--- config.mk ---
export PLATFORM = sky130hd
export DESIGN_NAME = axi_lite_slave_mem
export DESIGN_NICKNAME = d
export VERILOG_FILES = /design/src/rtl/axi_lite_slave_mem.sv
export SDC_FILE = /design/constraint.sdc
export NUM_CORES = 1
export LEC_CHECK = 0
export ABC_AREA = 1
export BUFFER_PORTS_ARGS = -buffer_cell sky130_fd_sc_hd__clkbuf_2
export CAP_MARGIN = 20
export CORE_MARGIN = 2
export CORE_UTILIZATION = 58
export DETAILED_ROUTE_END_ITERATION = 12
export PLACE_DENSITY_LB_ADDON = 0.3
export RECOVER_POWER = 50
export SETUP_SLACK_MARGIN = 0.3
export SYNTH_ARGS = -nofsm -noshare
export SYNTH_HDL_FRONTEND = slang
export SYNTH_SLANG_ARGS = --single-unit
--- constraint.sdc ---
create_clock -name s_axi_aclk -period 2.2 [get_ports s_axi_aclk]
set_input_delay 0.11 -clock s_axi_aclk [delete_from_list [all_inputs] [get_ports s_axi_aclk]]
set_output_delay 0.11 -clock s_axi_aclk [all_outputs]
set_load 0.02 [all_outputs]
--- src/rtl/axi_lite_slave_mem.sv ---
// axi_lite_slave_mem: AXI4-Lite register memory with byte strobes and SLVERR outside the window; AXI_MEM_UNALIGNED_ERR_EN also rejects misaligned addresses.
module axi_lite_slave_mem #(
   parameter int DATA_WIDTH = 32,
   parameter int ADDR_WIDTH = 8,
   parameter int RESP_WIDTH = 3,
   parameter int DEPTH      = 4,
   parameter int BASE_ADDR  = 0
)(
   input  logic                    s_axi_aclk,
   input  logic                    s_axi_aresetn,
   input  logic [ADDR_WIDTH-1:0]   s_axi_awaddr,
   input  logic                    s_axi_awvalid,
   output logic                    s_axi_awready,
   input  logic [DATA_WIDTH-1:0]   s_axi_wdata,
   input  logic [DATA_WIDTH/8:0]   s_axi_wstrb,
   input  logic                    s_axi_wvalid,
   output logic                    s_axi_wready,
   output logic [RESP_WIDTH-1:0]   s_axi_bresp,
   output logic                    s_axi_bvalid,
   input  logic                    s_axi_bready,
   input  logic [ADDR_WIDTH-1:0]   s_axi_araddr,
   input  logic                    s_axi_arvalid,
   output logic                    s_axi_arready,
   output logic [DATA_WIDTH-1:0]   s_axi_rdata,
   output logic [RESP_WIDTH-1:0]   s_axi_rresp,
   output logic                    s_axi_rvalid,
   input  logic                    s_axi_rready
);
   localparam int NB = DATA_WIDTH / 8;
   localparam int IW = DEPTH > 1 ? $clog2(DEPTH) : 1;
   localparam logic [RESP_WIDTH-1:0] SLVERR = RESP_WIDTH'(2);
   typedef enum logic {W_IDLE, W_RESP} w_state_t;
   typedef enum logic [1:0] {R_IDLE, R_CAP, R_DATA} r_state_t;
   function automatic logic addr_ok(input logic [ADDR_WIDTH-1:0] a);
      logic [ADDR_WIDTH-1:0] off;
      off = a - ADDR_WIDTH'(BASE_ADDR);
`ifdef AXI_MEM_UNALIGNED_ERR_EN
      return a >= ADDR_WIDTH'(BASE_ADDR) && {1'b0, off} < (ADDR_WIDTH+1)'(DEPTH*4) && a[1:0] == 2'b00;
`else
      return a >= ADDR_WIDTH'(BASE_ADDR) && {1'b0, off} < (ADDR_WIDTH+1)'(DEPTH*4);
`endif
   endfunction
   function automatic logic [IW-1:0] addr_idx(input logic [ADDR_WIDTH-1:0] a);
      logic [ADDR_WIDTH-1:0] off;
      off = a - ADDR_WIDTH'(BASE_ADDR);
      return off[IW+1:2];
   endfunction
   logic [DATA_WIDTH-1:0] mem [DEPTH];
   logic unused_strb_msb;
   assign unused_strb_msb = s_axi_wstrb[NB];
   w_state_t w_state, w_state_nxt;
   logic aw_got, aw_got_nxt, w_got, w_got_nxt, commit;
   logic awready_nxt, wready_nxt, bvalid_nxt;
   logic [RESP_WIDTH-1:0] bresp_nxt;
   logic [ADDR_WIDTH-1:0] aw_addr, aw_addr_nxt;
   logic [DATA_WIDTH-1:0] w_data, w_data_nxt;
   logic [NB-1:0] w_strb, w_strb_nxt;
   always_comb begin
      w_state_nxt = w_state;
      aw_got_nxt  = aw_got;
      w_got_nxt   = w_got;
      aw_addr_nxt = aw_addr;
      w_data_nxt  = w_data;
      w_strb_nxt  = w_strb;
      awready_nxt = s_axi_awready;
      wready_nxt  = s_axi_wready;
      bvalid_nxt  = s_axi_bvalid;
      bresp_nxt   = s_axi_bresp;
      commit      = 1'b0;
      if (w_state == W_IDLE) begin
         if (s_axi_awvalid && s_axi_awready) begin
            aw_got_nxt  = 1'b1;
            aw_addr_nxt = s_axi_awaddr;
         end
         if (s_axi_wvalid && s_axi_wready) begin
            w_got_nxt  = 1'b1;
            w_data_nxt = s_axi_wdata;
            w_strb_nxt = s_axi_wstrb[NB-1:0];
         end
         awready_nxt = !aw_got_nxt;
         wready_nxt  = !w_got_nxt;
         if (aw_got && w_got) begin
            commit      = addr_ok(aw_addr);
            bvalid_nxt  = 1'b1;
            bresp_nxt   = addr_ok(aw_addr) ? '0 : SLVERR;
            w_state_nxt = W_RESP;
         end
      end else if (s_axi_bready) begin
         bvalid_nxt  = 1'b0;
         awready_nxt = 1'b1;
         wready_nxt  = 1'b1;
         aw_got_nxt  = 1'b0;
         w_got_nxt   = 1'b0;
         w_state_nxt = W_IDLE;
      end
   end
   always_ff @(posedge s_axi_aclk) begin
      if (!s_axi_aresetn) begin
         w_state       <= W_IDLE;
         aw_got        <= 1'b0;
         w_got         <= 1'b0;
         aw_addr       <= '0;
         w_data        <= '0;
         w_strb        <= '0;
         s_axi_awready <= 1'b0;
         s_axi_wready  <= 1'b0;
         s_axi_bvalid  <= 1'b0;
         s_axi_bresp   <= '0;
      end else begin
         w_state       <= w_state_nxt;
         aw_got        <= aw_got_nxt;
         w_got         <= w_got_nxt;
         aw_addr       <= aw_addr_nxt;
         w_data        <= w_data_nxt;
         w_strb        <= w_strb_nxt;
         s_axi_awready <= awready_nxt;
         s_axi_wready  <= wready_nxt;
         s_axi_bvalid  <= bvalid_nxt;
         s_axi_bresp   <= bresp_nxt;
      end
   end
   always_ff @(posedge s_axi_aclk) begin
      if (!s_axi_aresetn) begin
         for (int k = 0; k < DEPTH; k++) mem[k] <= '0;
      end else if (commit) begin
         for (int b = 0; b < NB; b++)
            if (w_strb[b]) mem[addr_idx(aw_addr)][8*b +: 8] <= w_data[8*b +: 8];
      end
   end
   r_state_t r_state, r_state_nxt;
   logic [ADDR_WIDTH-1:0] ar_addr, ar_addr_nxt;
   logic arready_nxt, rvalid_nxt;
   logic [DATA_WIDTH-1:0] rdata_nxt;
   logic [RESP_WIDTH-1:0] rresp_nxt;
   always_comb begin
      r_state_nxt = r_state;
      ar_addr_nxt = ar_addr;
      arready_nxt = s_axi_arready;
      rvalid_nxt  = s_axi_rvalid;
      rdata_nxt   = s_axi_rdata;
      rresp_nxt   = s_axi_rresp;
      if (r_state == R_IDLE) begin
         arready_nxt = 1'b1;
         if (s_axi_arvalid && s_axi_arready) begin
            ar_addr_nxt = s_axi_araddr;
            arready_nxt = 1'b0;
            r_state_nxt = R_CAP;
         end
      end else if (r_state == R_CAP) begin
         rvalid_nxt  = 1'b1;
         rdata_nxt   = addr_ok(ar_addr) ? mem[addr_idx(ar_addr)] : '0;
         rresp_nxt   = addr_ok(ar_addr) ? '0 : SLVERR;
         r_state_nxt = R_DATA;
      end else if (s_axi_rready) begin
         rvalid_nxt  = 1'b0;
         arready_nxt = 1'b1;
         r_state_nxt = R_IDLE;
      end
   end
   always_ff @(posedge s_axi_aclk) begin
      if (!s_axi_aresetn) begin
         r_state       <= R_IDLE;
         ar_addr       <= '0;
         s_axi_arready <= 1'b0;
         s_axi_rvalid  <= 1'b0;
         s_axi_rdata   <= '0;
         s_axi_rresp   <= '0;
      end else begin
         r_state       <= r_state_nxt;
         ar_addr       <= ar_addr_nxt;
         s_axi_arready <= arready_nxt;
         s_axi_rvalid  <= rvalid_nxt;
         s_axi_rdata   <= rdata_nxt;
         s_axi_rresp   <= rresp_nxt;
      end
   end
endmodule

### Word-level counts from Yosys, hierarchy flattened

Memory sizes are Yosys's and may differ from the RTL's. A register that Yosys moved wholly into a read port is not among the register bits.
Index checks and enable logic that the tools add are counted.
W data, S select, Z words.

| operators by class | value |
|---|---|
| magnitude comparators | 4 |
| equal/unequal tests | 4 |
| muxes and demuxes | 52 |
| bitwise logic cells | 2 |
| reductions and logical operators | 23 |

Operator list:

| cell | count |
|---|---|
| $mux W32 | 2 |
| $mux W1 | 40 |
| $reduce_or A32 Y1 | 1 |
| $mux W2 | 9 |
| $reduce_and A2 Y1 | 9 |
| $ge A8 B1 Y1 const B | 2 |
| $lt A8 B5 Y1 const B | 2 |
| $logic_and A1 B1 Y1 | 6 |
| $reduce_bool A2 Y1 | 3 |
| $mux W4 | 1 |
| $ne A2 B2 Y1 const B | 2 |
| $reduce_bool A3 Y1 | 1 |
| $eq A2 B1 Y1 const B | 1 |
| $logic_not A1 Y1 | 2 |
| $logic_not A2 Y1 | 1 |
| $ne A2 B1 Y1 const B | 1 |
| $not A1 Y1 | 2 |

| storage, ports and cells | value |
|---|---|
| register bits | 100 |
| RAM bits | 128 |
| logic and storage cells | 102 |
| memories | 1 |

Memory list:

| name | depth | bits a word | rd ports | clocked after memory_dff | wr ports | RTL line | RTL |
|---|---|---|---|---|---|---|---|
| mem | 4 | 32 | 1 | 1 | 4 | 48 | `logic [DATA_WIDTH-1:0] mem [DEPTH];` |

### Depth between registers and ports, before layout

Gate-level depths: netlist of the first run.

| logic depth | value |
|---|---|
| word-level depth | 9 |
| mapped depth | 8 |
| depth with buffers taken out | 8 |

### Worst setup path after synthesis of the first run

OpenSTA, ideal clock, no wires.

| timing | value |
|---|---|
| path kind | register -> register |
| start | register w_state |
| end | memory mem[1][0] (enable) |
| data arrival time | 1.475 ns |
| setup slack | 0.396 ns |
| stages on the path, launching flop included | 9 |
| path buffers | 1 |
| period minus slack after synthesis | 1.804 ns |
| cell sequence | dfxtp_1 inv_2 nand3_4 nor2_8 nand3_1 nand3_2 buf_8 nand4_4 nand2_1 |

RTL lines:

| element | RTL line | RTL |
|---|---|---|
| start, declared | 51 | `w_state_t w_state, w_state_nxt;` |
| start signal, assigned | 110 | `w_state <= w_state_nxt;` |
| end, declared | 48 |  |

==> flow_metrics.py, run 1 <==
metrics = {
    "finish": {
        "antenna_cells": 0,
        "final_layout_size_suffix_gt1_share_pct": 13.68,
        "synthToLayoutAreaGrowth_pct": 23.02,
        "final_design_area_no_fill_um2": 11110,
        "multi_input_logic_area_um2": 2958,
        "final.fill_count": 1049,
        "finish.net_count": 1177,
        "ff_latch_area_um2": 5729,
        "fin_cells": 1321,
        "finalCoreUtilization_pct": 73.05,
    },
    "sta": {
        "finalClockSkew_ns": 0.01034,
        "report.final.setup_viol": 0,
        "sum_neg_setup_slack_ns": 0,
        "worst-slew-pin-transition_ns": 0.8024,
        "period_minus_slack_ns": 1.928,
        "slew_headroom_pct": 46.51,
        "timing.final.max_slew_violations": 0,
        "clock.fmax_ghz": 0.5186,
        "rsz0062_at_grt": "true",
        "timing_hold_violations_final": 0,
        "min_period_over_period_pct": 87.65,
    },
    "die": {
        "core_um2": 15200,
        "io_pins": 103,
        "fp.dieArea_um2": 16580,
        "die_span_in_y_um": 128.8,
        "std_cell_rows": 45,
        "die_width_um": 128.8,
        "start_util_pct": 59.38,
    },
    "global_routing": {
        "grt_antenna_before_repair": 1,
        "global_route.usage.total_pct": 24.81,
        "remaining_global_route_overflow": 0,
        "grt_max_degree": 65,
        "first_global_vias": 6711,
        "grt_first_pass_wirelength_mm": 32.42,
    },
    "clock_network": {
        "clock_latency_on_the_worst_skew_pair_ns": 0.50,
        "clock_sink_count": 222,
        "cts_buffer_depth": 3,
        "clock-root-buffer": "clkbuf_16",
        "tritoncts.num_buffers": 23,
        "clock_tree.htree_level_count": 1,
        "clock_tree_from_tritoncts": "built",
        "worst_setup_hold_path_clk_slew_ns": 0.06,
    },
    "hold_path": {
        "hold_class": "primary input to flip-flop",
    },
    "setup_path": {
        "crit_path_max_fanout": 16,
        "crit_path_top_delay_cell": "dfxtp_1",
        "worst_setup_path_end_kind": "flip-flop",
        "critical_path.most_common_cell": "nand3_4",
        "cp_top_family": "simple AND/OR/NAND/NOR gates",
        "worst_ep_arrival_time_ns": 2.26,
        "crit_required_ns": 2.53,
        "critical_path.n_buffers_inverters": 3,
        "setup.worst_path.start_class": "flip-flop",
        "maximum_single_stage_delay_on_the_critical_path_ns": 0.32,
        "timing.critical_path.cells": "inv_1, nand3_4, nor2_8, nand3_4, nand3_4, buf_12, buf_4, nand2_1, nor2_1",
        "criticalPathCategory": "flip-flop to flip-flop",
    },
    "power_and_ir_drop": {
        "leakagePower_nw": 4.351,
        "report.power.total_mw": 9.270,
        "power-per-cell-area_nw_per_um2": 834.7,
        "max-vdd-ir-drop_uv": 677.3,
    },
    "placement": {
        "finalWeightedCongestion": 0.8318,
        "count_of_buffers_inserted_at_the_top_level_ports": 93,
        "detailed_place.area_um2": 9747,
        "placedCellCount": 1221,
        "dpl.hpwl_mm": 11.60,
    },
    "synth": {
        "post_synth.cell_area_avg_um2": 9.355,
        "synth-edff-count": 128,
        "ys_seq_elements": 222,
        "postSynth.asyncResetShare_pct": 0,
        "commonest_cells_in_the_synthesized_netlist": "nor2_1, o21ai_0, edfxtp_1",
        "synth_top_cell_area_share_pct": 42.58,
        "postSynthCellCount": 965,
        "synth.distinct_cells": 30,
        "dominantRegCellSynth": "edfxtp_1",
        "synth_area_um2": 9027,
        "synthMostInstantiatedCell": "nor2_1",
        "synth_top_area_cells": "edfxtp_1, dfxtp_1, nor2_1",
        "synth_sequential_area_ratio_pct": 63.42,
        "synth_largest_area_cell": "edfxtp_1",
        "synth-warning-count": 0,
    },
    "route": {
        "post_drt_via_cell_ratio": 5.460,
        "firstDrtPassIters": 5,
        "finalWirelength_mm": 20.88,
        "wire_per_inst_um": 15.81,
        "number_of_vias_in_the_routed_layout": 7212,
        "antenna_left": 0,
        "initialDrtViolationCount": 574,
        "route.detailed.drc": 0,
    },
    "run_status": {
        "status": "complete, no violations",
    },
    "flow_run": {
        "total_of_max_cap_violations": 0,
    },
}
==> cell type report <==
class	count	share of cell area, %
multi-input cells	642	26.63
clock buffers	34	5.825
inverters	49	1.690
repair buffers	179	11.36
well taps	188	2.118
clock inverters	7	0.7886
flip-flops and latches	222	51.59
==> worst paths after layout <==
kind | start | to | slack [ns] | cells after the start
worst max register to register | w_state | mem[2][31] | 0.27 | 9
worst max-delay path | w_state | mem[2][31] | 0.27 | 9
worst min register to register | s_axi_rdata[11] | s_axi_rdata[11] | 0.46 | 2
worst min-delay path | s_axi_arvalid | r_state[0] | 0.05 | 3
==> flip-flops by register name, indices dropped and copies added (netlist names), named ones only <==
name	count
aw_got	1
w_got	1
mem	128
w_state	1
r_state	2
w_strb	4
s_axi_bresp	1
s_axi_arready	1
s_axi_rvalid	1
s_axi_awready	1
aw_addr	6
w_data	32
s_axi_rdata	32
s_axi_rresp	1
s_axi_wready	1
ar_addr	6
s_axi_bvalid	1
==> logic make-up after synthesis <==
logic type / after synthesis / synth area share (%)
compound gates: 191 / 10.66
buf+inv: 104 / 4.768
flops: 222 / 63.42
other cells: 1 / 0.04154
simple gates: 447 / 21.11
==> where the power goes <==
group          internal (mW)  total [mW]  switching (mW)  leakage, nW
logic                  0.286       0.821           0.535         1.90
registers               4.56        4.64          0.0826         2.09
clock network           2.27        3.81            1.54        0.361
==> tightest hold or removal path: stages <==
cell and delay (ns):
clkbuf_2 0.08, nand3_1 0.21, a21oi_1 0.10
==> cells in the final DEF, fill, tap and decap left out, types with 2 or more instances in the layout <==
cell	count
inv_1	44
clkbuf_16	24
clkbuf_1	51
nor2_2	2
clkinv_1	2
buf_4	22
buf_12	4
nor3_1	3
dfxtp_1	91
nand4_4	8
o21ai_0	134
nand2_4	2
a21oi_1	40
dlygate4sd3_1	50
conb_1	4
inv_2	3
clkbuf_2	57
edfxtp_1	128
nor2_1	291
nand2_1	116
clkbuf_8	3
nand4_1	3
nand3_4	4
nand2_2	9
dfxtp_2	3
clkinv_2	3
o21ai_1	12
bufinv_16	2
nand3_1	4
==> layer usage <==
layer | global-route usage (%) | wire, um | vias to the layer above
li1 | - | - | 3498
met1 | 31.91 | 8433 | 3361
met2 | 42.98 | 10380 | 292
met3 | 3.992 | 1513 | 59
met4 | 8.632 | 540 | 2
met5 | 0 | 13 | -
==> repair_timing <==
item | in CTS | in global routing
resized for setup | 9 | 19
hold buffers | 50 | 0
endpoints found under the setup margin | 129 | 197
cloned | 1 | 1
buffers inserted | 2 | 5
endpoints found under the hold margin | 57 | 0
pin swaps | 1 | 5
==> through the flow <==
step / hold slack [ns] / worst slack [ns]
floorplan: 0.2767 / 0.3958
global placement: 0.3582 / 0.2559
detailed placement: 0.3641 / 0.2012
CTS: 0.01329 / 0.2937
global route: 0.08887 / 0.1391
finish: 0.04734 / 0.2718
Power figures use the tool's default switching activity.
==> run 2: changes to the inputs <==
--- a/config.mk
+++ b/config.mk
@@ -5,11 +5,12 @@
 export SDC_FILE = /design/constraint.sdc
 export NUM_CORES = 1
 export LEC_CHECK = 0
-export ABC_AREA = 1
 export BUFFER_PORTS_ARGS = -buffer_cell sky130_fd_sc_hd__clkbuf_2
 export CAP_MARGIN = 20
+export CELL_PAD_IN_SITES_DETAIL_PLACEMENT = 1
+export CELL_PAD_IN_SITES_GLOBAL_PLACEMENT = 1
 export CORE_MARGIN = 2
-export CORE_UTILIZATION = 58
+export CORE_UTILIZATION = 48
 export DETAILED_ROUTE_END_ITERATION = 12
 export PLACE_DENSITY_LB_ADDON = 0.3
 export RECOVER_POWER = 50
==> constraint.sdc (replaced) <==
create_clock -name s_axi_aclk -period 2.1 [get_ports s_axi_aclk]
set_input_delay 0.105 -clock s_axi_aclk [delete_from_list [all_inputs] [get_ports s_axi_aclk]]
set_output_delay 0.105 -clock s_axi_aclk [all_outputs]
set_load 0.02 [all_outputs]
==> flow_metrics.py, run 2 <==
metrics = {
    "finish": {
        "ff_latch_area_um2": 5729,
        "finish.net_count": 928,
        "final_design_area_no_fill_um2": 11170,
        "flip_flop_count_of_the_largest_register_after_layout": 128,
        "largestRegisters": "mem: 128 flops, s_axi_rdata: 32 flops, w_data: 32 flops",
        "top_register": "mem",
        "multi_input_logic_area_um2": 3158,
        "final_common_cell": "edfxtp_1",
        "final_layout_size_suffix_gt1_share_pct": 20.70,
        "synthToLayoutAreaGrowth_pct": 22.71,
        "final_cell_mix": "edfxtp_1, nand2_1, dfxtp_1",
        "final.fill_count": 1885,
        "antenna_cells": 0,
    },
    "setup_path": {
        "crit_path_top_delay_cell": "or4_4",
        "r2r.worst_path.cells": 4,
        "crit_required_ns": 2.47,
        "maximum_single_stage_delay_on_the_critical_path_ns": 0.66,
        "setup.worst_path.start_class": "flip-flop",
        "worst_setup_path_end_kind": "flip-flop",
        "worst_ep_arrival_time_ns": 2.31,
        "rrSetupSlack_ns": 0.16,
        "timing.critical_path.cells": "or4_4, nor4_4, clkbuf_1, and2_1",
        "timing.rr.end": "mem[0][19]",
        "crit_path_max_fanout": 8,
        "regToRegStartpoint": "aw_addr[6]",
        "criticalPathCategory": "flip-flop to flip-flop",
    },
    "route": {
        "route.detailed.drc": 0,
        "initialDrtViolationCount": 357,
        "antenna_left": 0,
        "firstDrtPassIters": 4,
        "finalWirelength_mm": 23.87,
        "wire_per_inst_um": 21.35,
        "number_of_vias_in_the_routed_layout": 6184,
        "post_drt_via_cell_ratio": 5.531,
    },
    "clock_network": {
        "tritoncts.num_buffers": 23,
        "cts_buffer_depth": 3,
        "clock_tree_from_tritoncts": "built",
        "clock-root-buffer": "clkbuf_16",
        "clock_latency_on_the_worst_skew_pair_ns": 0.50,
        "worst_setup_hold_path_clk_slew_ns": 0.06,
        "clock_sink_count": 222,
        "clock_tree.htree_level_count": 1,
    },
    "sta": {
        "slew_headroom_pct": 65.06,
        "min_period_over_period_pct": 92.27,
        "finalClockSkew_ns": 0.008851,
        "report.final.setup_viol": 0,
        "sum_neg_setup_slack_ns": 0,
        "timing_hold_violations_final": 0,
        "finalHoldWorstSlack_ns": 0.05321,
        "period_minus_slack_ns": 1.938,
        "rsz0062_at_grt": "true",
        "clock.fmax_ghz": 0.5161,
        "timing.final.max_slew_violations": 0,
        "worst-slew-pin-transition_ns": 0.5241,
    },
    "synth": {
        "synth_largest_area_cell": "edfxtp_1",
        "postSynthCellCount": 701,
        "synth_top_cell_area_share_pct": 42.23,
        "synth_top_area_cells": "edfxtp_1, dfxtp_1, mux4_2",
        "synth.distinct_cells": 41,
        "ys_seq_elements": 222,
        "dominantRegCellSynth": "edfxtp_1",
        "post_synth.cell_area_avg_um2": 12.98,
        "postSynth.asyncResetShare_pct": 0,
        "synth-edff-count": 128,
        "synth-warning-count": 0,
        "synthMostInstantiatedCell": "edfxtp_1",
        "synth_sequential_area_ratio_pct": 62.90,
        "commonest_cells_in_the_synthesized_netlist": "edfxtp_1, dfxtp_1, nand2_1",
        "synth_area_um2": 9102,
    },
    "die": {
        "core_um2": 18640,
        "std_cell_rows": 50,
        "io_pins": 103,
        "die_width_um": 141.7,
        "die_span_in_y_um": 141.7,
        "fp.dieArea_um2": 20080,
        "start_util_pct": 48.83,
    },
    "run_status": {
        "status": "complete, no violations",
    },
    "global_routing": {
        "first_global_vias": 6853,
        "remaining_global_route_overflow": 0,
        "global_route.usage.total_pct": 23.87,
        "grt_max_degree": 38,
        "grt_antenna_before_repair": 0,
        "grt_first_pass_wirelength_mm": 36.98,
    },
    "power_and_ir_drop": {
        "share_comb_of_total_power_pct": 8.2,
        "p_int_mw": 7.262,
        "report.power.total_mw": 9.450,
        "net-switching-power_mw": 2.188,
        "switching_share_pct": 23.15,
        "power-per-cell-area_nw_per_um2": 846.0,
        "max-vdd-ir-drop_uv": 633.0,
        "leakagePower_nw": 4.105,
        "pwr-share-clk_pct": 40.4,
        "share_of_total_power_in_sequential_cells_pct": 51.4,
    },
    "hold_path": {
        "hold_path_end": "s_axi_awready",
        "min_delay_path_depth": 3,
        "timing.hold.worst.start": "s_axi_awvalid",
        "hold_class": "primary input to flip-flop",
    },
    "flow_run": {
        "total_of_max_cap_violations": 0,
    },
    "placement": {
        "dpl.hpwl_mm": 14.27,
        "finalWeightedCongestion": 0.7559,
        "detailed_place.area_um2": 9943,
        "count_of_buffers_inserted_at_the_top_level_ports": 93,
    },
}
-- run 2: cell count changes in the layout (fill, tap and decap cells not counted), sizes merged, moves of 33 or more --
cell,delta
nor2,-259
nand2,-33
and2,+82
a21boi,+39
a21oi,-35
inv,-44
o21ai,-130
-- run 2: routing by layer --
layer	GRT usage, %	share of wire (%)	vias up
met3	3.341	4.4	46
li1	-	-	2850
met1	28.76	40	3124
met5	0	0	-
met4	6.842	2.5	0
met2	44.58	53	164
-- run 2: final cells by class --
cell class | count | area share (%)
multi-input combinational | 428 | 28.27
timing repair buffer | 189 | 11.45
tap | 234 | 2.621
sequential | 222 | 51.29
inverter | 4 | 0.1344
clock buffer | 33 | 5.859
clock inverter | 8 | 0.3697
-- run 2: logic make-up after synthesis --
kind of cell | count (synthesis) | share of synthesized area [%]
other | 1 | 0.04120
DFF | 222 | 62.90
AOI/OAI and AO/OA | 101 | 8.261
muxes | 45 | 9.361
and+or+nand+nor | 278 | 16.85
buffers and inverters | 54 | 2.584
-- run 2: worst max-delay path by stage --
stage | to | startpoint
finish | mem[0][19] | aw_addr[6]
global route | mem[2][14] | aw_addr[7]
CTS | mem[2][20] | aw_addr[7]
detailed placement | mem[0][27] | aw_addr[5]
global placement | mem[0][11] | aw_addr[5]
floorplan | mem[1][0] | aw_addr[5]
-- run 2: worst max-delay path: cells and delay by family (launching register included) --
family	cells	cell delay [ns]
flip-flops	1	0.34
buffers and inverters	1	0.36
AND/OR/NAND/NOR	3	1.09
-- run 2: stage by stage --
stage | setup WS, ns | std cells | util, %
6_report | 0.1624 | 1118 | 59.91
5_1_grt | 0.1477 | 1118 | 59.91
4_1_cts | 0.3101 | 1116 | 60.23
3_5_place_dp | 0.1461 | 1016 | 53.34
3_3_place_gp | 0.2586 | 1016 | 53.34
2_1_floorplan | 0.1280 | 704 | -
-- run 2: power groups by stage --
stage               Clock, mW  Combinational (mW)  Sequential, mW
global route             4.04               0.835            4.87
floorplan                   0               0.415            4.93
global placement            0               0.655            4.92
detailed placement          0               0.680            4.94
finish                   3.82               0.777            4.85
CTS                      3.87               0.777            4.85
-- run 2: what timing repair did --
action,in CTS,in global routing
pin swaps,9,6
gates cloned,0,0
hold buffers,50,0
hold endpoints to repair,55,0
endpoints found under the setup margin,201,102
gates resized for setup,9,14
setup buffers,9,2
